[src/rtl/parity_pkg.sv]
// Shared types for the parity stream datapath: frame FSM states and parity modes.
package parity_pkg;

    typedef enum logic [1:0] {
        IDLE  = 2'd0,
        ACCUM = 2'd1,
        HOLD  = 2'd2
    } state_t;

    localparam logic PAR_EVEN = 1'b0;
    localparam logic PAR_ODD  = 1'b1;

endpackage

[src/rtl/xor_reduce.sv]
// Purely combinational WIDTH-input XOR tree reducing one data beat to a single parity bit.
module xor_reduce #(
    parameter int WIDTH = 4
) (
    input  logic [WIDTH-1:0] a,
    output logic             y
);

    assign y = ^a;

endmodule

[src/rtl/parity_stream.sv]
// Streaming even/odd parity generator/checker with a valid/ready handshake on both sides.
// Optional beat counter and out_beats port are enabled by defining PARITY_STREAM_CNT_EN.
module parity_stream
    import parity_pkg::*;
#(
    parameter int WIDTH = 4
`ifdef PARITY_STREAM_CNT_EN
    , parameter int CNT_W = 8
`endif
) (
    input  logic             clk,
    input  logic             rst_n,
    input  logic             flush,
    input  logic             in_valid,
    output logic             in_ready,
    input  logic [WIDTH-1:0] in_data,
    input  logic             in_last,
    input  logic             in_odd,
    input  logic             in_chk,
    output logic             out_valid,
    input  logic             out_ready,
    output logic             out_parity,
    output logic             out_err
`ifdef PARITY_STREAM_CNT_EN
    , output logic [CNT_W-1:0] out_beats
`endif
);

    state_t state;
    logic   acc;
    logic   odd_q;
    logic   chk_q;
    logic   beat_par;
    logic   accept;
    logic   acc_next;
    logic   odd_next;

    xor_reduce #(.WIDTH(WIDTH)) u_xor_reduce (
        .a (in_data),
        .y (beat_par)
    );

    assign in_ready = (state != HOLD);
    assign accept   = in_valid && in_ready;

    // The first beat of a frame restarts the running parity and latches the mode.
    assign acc_next = (state == IDLE) ? beat_par : (acc ^ beat_par);
    assign odd_next = (state == IDLE) ? (in_odd == PAR_ODD) : odd_q;

    always_ff @(posedge clk or negedge rst_n) begin
        if (!rst_n) begin
            state <= IDLE;
            acc   <= 1'b0;
            odd_q <= PAR_EVEN;
            chk_q <= 1'b0;
        end else if (flush) begin
            state <= IDLE;
            acc   <= 1'b0;
            odd_q <= PAR_EVEN;
            chk_q <= 1'b0;
        end else begin
            case (state)
                IDLE, ACCUM: begin
                    if (accept) begin
                        acc   <= acc_next;
                        odd_q <= odd_next;
                        if (in_last) begin
                            chk_q <= in_chk;
                            state <= HOLD;
                        end else begin
                            state <= ACCUM;
                        end
                    end
                end
                HOLD: begin
                    if (out_ready) begin
                        state <= IDLE;
                    end
                end
                default: state <= IDLE;
            endcase
        end
    end

    // Outputs are decoded only from registers, so they stay glitch-free and frozen in HOLD.
    assign out_valid  = (state == HOLD);
    assign out_parity = acc ^ odd_q;
    assign out_err    = ((acc ^ chk_q) != odd_q);

`ifdef PARITY_STREAM_CNT_EN
    logic [CNT_W-1:0] cnt;

    // Saturating beat count; it is left untouched in HOLD so the consumer sees the frame length.
    always_ff @(posedge clk or negedge rst_n) begin
        if (!rst_n) begin
            cnt <= '0;
        end else if (flush) begin
            cnt <= '0;
        end else if (accept) begin
            if (state == IDLE) begin
                cnt <= CNT_W'(1);
            end else if (cnt != {CNT_W{1'b1}}) begin
                cnt <= cnt + 1'b1;
            end
        end
    end

    assign out_beats = cnt;
`endif

endmodule
[config.mk]
export PLATFORM = sky130hd
export DESIGN_NAME = parity_stream
export DESIGN_NICKNAME = d
export VERILOG_FILES = /design/src/rtl/parity_pkg.sv /design/src/rtl/xor_reduce.sv /design/src/rtl/parity_stream.sv
export SDC_FILE = /design/constraint.sdc
export NUM_CORES = 1
export LEC_CHECK = 0
export BUFFER_PORTS_ARGS = -buffer_cell sky130_fd_sc_hd__buf_4
export CORE_AREA = 2 2 39 41
export DETAILED_ROUTE_END_ITERATION = 12
export DIE_AREA = 0 0 41 43
export PLACE_DENSITY = 0.5
export SYNTH_ARGS = -nofsm -noshare
export SYNTH_HDL_FRONTEND = slang
export SYNTH_SLANG_ARGS = --single-unit
[constraint.sdc]
create_clock -name clk -period 1.1 [get_ports clk]
set_input_delay 0.275 -clock clk [delete_from_list [all_inputs] [get_ports clk]]
set_output_delay 0.275 -clock clk [all_outputs]
set_load 0.005 [all_outputs]
==> flow_summary.ini <==
[sta]
setup_viol_count_final = 8
final_period_minus_worst_setup_slack_ns = 1.39
clock.fmax_ghz = 0.721
final.period_utilization_pct = 126
timing.clock.skew_ns = 0.00334
timing.final.ws_setup_ns = -0.287
fin_setup_tns_ns = -0.980
slew_viol_final = 0
max-slew-margin-rel_pct = 82.7
grt_setup_unrepaired = yes
timing_hold_violations_final = 0
worstMarginPinSlew_ns = 0.259

[power_and_ir_drop]
share_clk_of_total_power_pct = 33.1
switching_share_pct = 25.3
power_density_nw_per_um2 = 1150
power.share.sequential_pct = 33.6
vdd_drop_max_mv = 0.512
power_frac_comb_pct = 33.3
p_leak_nw = 0.278
switchingPower_uw = 159
power_report.internal_total_uw = 470

[worst_hold_path]
hold_path_startpoint = in_last
worstHoldPathCells = 2
holdCritPathClass = in -> reg
hold_path_end = state[0]

[clock_network]
cts_root_buf = sky130_fd_sc_hd__clkbuf_4
path_clk_slew_ns = 0.04
clk_latency_ns = 0.24
clock_sink_count = 5
tritoncts = yes
ctsLongestPathBuffers = 2
htree_levels = 1
tritoncts.num_buffers = 3

[global_route]
gr-total-overflow = 0
grt_first_pass_wirelength_mm = 1.06
grt_pass1_vias = 280
grt_antenna_before_repair = 0
globalRouteTotalUtil_pct = 9.40
grt_start_max_net_pins = 6

[floorplan]
dieArea_um2 = 1760
floorplan_core_area_um2 = 1380
row_cnt = 14
dieWidth_um = 41
top_level_ports = 16
floorplan.initialDensity_pct = 20.3
chipHeight_um = 43

[final_layout]
layout-area-overhead-vs-synth_pct = 93.8
layout-drive-gt1-share_pct = 53.6
design_area_um2 = 546
final_nets = 69
num_antenna_cells = 0

[detailed_routing]
post_drt_wl_per_cell_um = 9.44
wirelength_um = 680
drt_pre_antenna_iters = 2
drt_iter0_drc = 1
route.antenna.remaining_nets = 0
avgViaCountPerCell = 4.14
route.detailed.drc = 0
routed-via-count = 298

[outcome]
failed_checks = negative setup slack
status = complete, but fails checks

[synthesis]
async_reset_ff_share_pct = 100
synthFlopType = sky130_fd_sc_hd__dfrtp_1
synthesis.nets = 41
post_synth_main_area_contributors = sky130_fd_sc_hd__dfrtp_1 (44%), sky130_fd_sc_hd__xor2_1 (9.3%), sky130_fd_sc_hd__mux2i_1 (7.1%)
post-synth-top-area-fraction_pct = 44.4
yosys.area.top_type = sky130_fd_sc_hd__dfrtp_1
seq_area_frac_synth_pct = 44.4
avgSynthCellArea_um2 = 9.71
synthCells = 29
synth.distinct_cells = 16
yosysWarningCount = 0
synth_edf_count = 0
yosys_register_bits = 5
synth.cell_area_um2 = 282

[setup_path]
critical_path_arrival_ns = 1.11
startpoint_type = flip-flop
r2r_setup_slack_ns = -0.08
setup.worst_path.end_class = primary output
critical_path_class = reg -> out
r2r_end = acc
cp_max_fo = 2
worstRegToRegCells = 5
critPathRequiredTime_ns = 0.82
worstReg2RegStart = state[1]

[place]
dp_hpwl_um = 502
port-buffer-count = 15
gp_congestion = 0.591
dpl-instance-area_um2 = 444
place_ws_ns = -0.0920

[run]
drv.max_cap_violation_count = 0
[metrics by stage]
stage | total power, mW | hold slack (ns) | cells | utilization (%)
final | 0.629 | 0.220 | 72 | 39.4
after global routing | 0.679 | 0.217 | 72 | 39.4
after CTS | 0.637 | 0.223 | 72 | 38.7
after detailed placement | 0.385 | 0.0788 | 64 | 32.1
after global placement | 0.385 | 0.0804 | 64 | 32.1
after floorplan | 0.281 | -0.0206 | 29 | -
[sequential cells by signal (all words and copies together) (netlist names)]
| signal | count |
|---|---|
| acc | 1 |
| odd_q | 1 |
| chk_q | 1 |
| state | 2 |
[timing repair]
action	CTS	global route
gates resized for setup	8	4
endpoints found under the setup margin	4	9
pin swaps	0	2
hold buffers	1	0
hold endpoints to repair	5	0
setup buffers	3	0
[layout make-up]
cell class / instances / area [um^2]
Sequential cell: 5 / 125
Multi-Input combinational cell: 23 / 176
Fill cell: 154 / 838
Clock buffer: 4 / 26.3
Tap cell: 16 / 20.0
Inverter: 1 / 3.75
Timing Repair Buffer: 23 / 194
[per-layer routing]
metal	track usage, %	wire, um
met1	11.2	277
met2	12.8	330
met3	6.28	72
met4	4.00	0
met5	0	0
[cells in the final DEF, fill, tap and decap left out]
cell	synthesis	final
sky130_fd_sc_hd__a2111oi_2	0	1
sky130_fd_sc_hd__a21oi_1	2	2
sky130_fd_sc_hd__a22oi_1	1	1
sky130_fd_sc_hd__and2_1	1	1
sky130_fd_sc_hd__buf_4	0	17
sky130_fd_sc_hd__buf_6	0	5
sky130_fd_sc_hd__clkbuf_1	0	1
sky130_fd_sc_hd__clkbuf_4	0	3
sky130_fd_sc_hd__dfrtp_1	5	5
sky130_fd_sc_hd__dlygate4sd3_1	0	1
sky130_fd_sc_hd__inv_2	0	1
sky130_fd_sc_hd__mux2i_1	2	2
sky130_fd_sc_hd__nand2_1	1	1
sky130_fd_sc_hd__nand2b_4	0	1
sky130_fd_sc_hd__nand3b_1	1	1
sky130_fd_sc_hd__nor2_1	4	3
sky130_fd_sc_hd__nor2_2	0	1
sky130_fd_sc_hd__nor2b_1	1	1
sky130_fd_sc_hd__o21ai_0	2	1
sky130_fd_sc_hd__o21ai_1	0	1
sky130_fd_sc_hd__or2b_1	1	1
sky130_fd_sc_hd__xnor2_1	2	2
sky130_fd_sc_hd__xor2_1	3	2
sky130_fd_sc_hd__xor2_2	0	1
[critical path, stage by stage (launching register included)]
cell and delay (ns):
sky130_fd_sc_hd__dfrtp_1 0.39, sky130_fd_sc_hd__xor2_2 0.20, sky130_fd_sc_hd__xor2_1 0.16, sky130_fd_sc_hd__buf_4 0.12
[cell usage after synthesis, types with 2 or more instances]
cell type and instances:
sky130_fd_sc_hd__dfrtp_1 5, sky130_fd_sc_hd__nor2_1 4, sky130_fd_sc_hd__xor2_1 3, sky130_fd_sc_hd__a21oi_1 2, sky130_fd_sc_hd__mux2i_1 2, sky130_fd_sc_hd__o21ai_0 2, sky130_fd_sc_hd__xnor2_1 2
[worst max-delay path by stage]
| stage | to | startpoint | cells past startpoint |
|---|---|---|---|
| CTS | out_err | odd_q | 3 |
| finish | out_err | odd_q | 3 |
| detailed placement | acc | in_data[3] | 5 |
| global route | out_err | odd_q | 3 |
| floorplan | out_err | acc | 2 |
| global placement | acc | in_data[3] | 5 |
[power by group through the flow]
stage                     clock network (mW)  logic (mW)  registers (mW)
after CTS                              0.220       0.206           0.211
after global placement                     0       0.173           0.212
final                                  0.208       0.209           0.211
after detailed placement                   0       0.172           0.212
after global routing                   0.238       0.228           0.213
after floorplan                            0      0.0690           0.212
[kinds of logic after synthesis]
| logic type | count (synthesis) | share of synthesized area, % |
|---|---|---|
| AO/OA/AOI/OAI | 6 | 12.9 |
| XOR/XNOR | 5 | 15.6 |
| buffers and inverters | 1 | 1.33 |
| flip-flops | 5 | 44.4 |
| multiplexers | 2 | 7.11 |
| AND/OR/NAND/NOR | 10 | 18.7 |
Power figures use the tool's default switching activity.
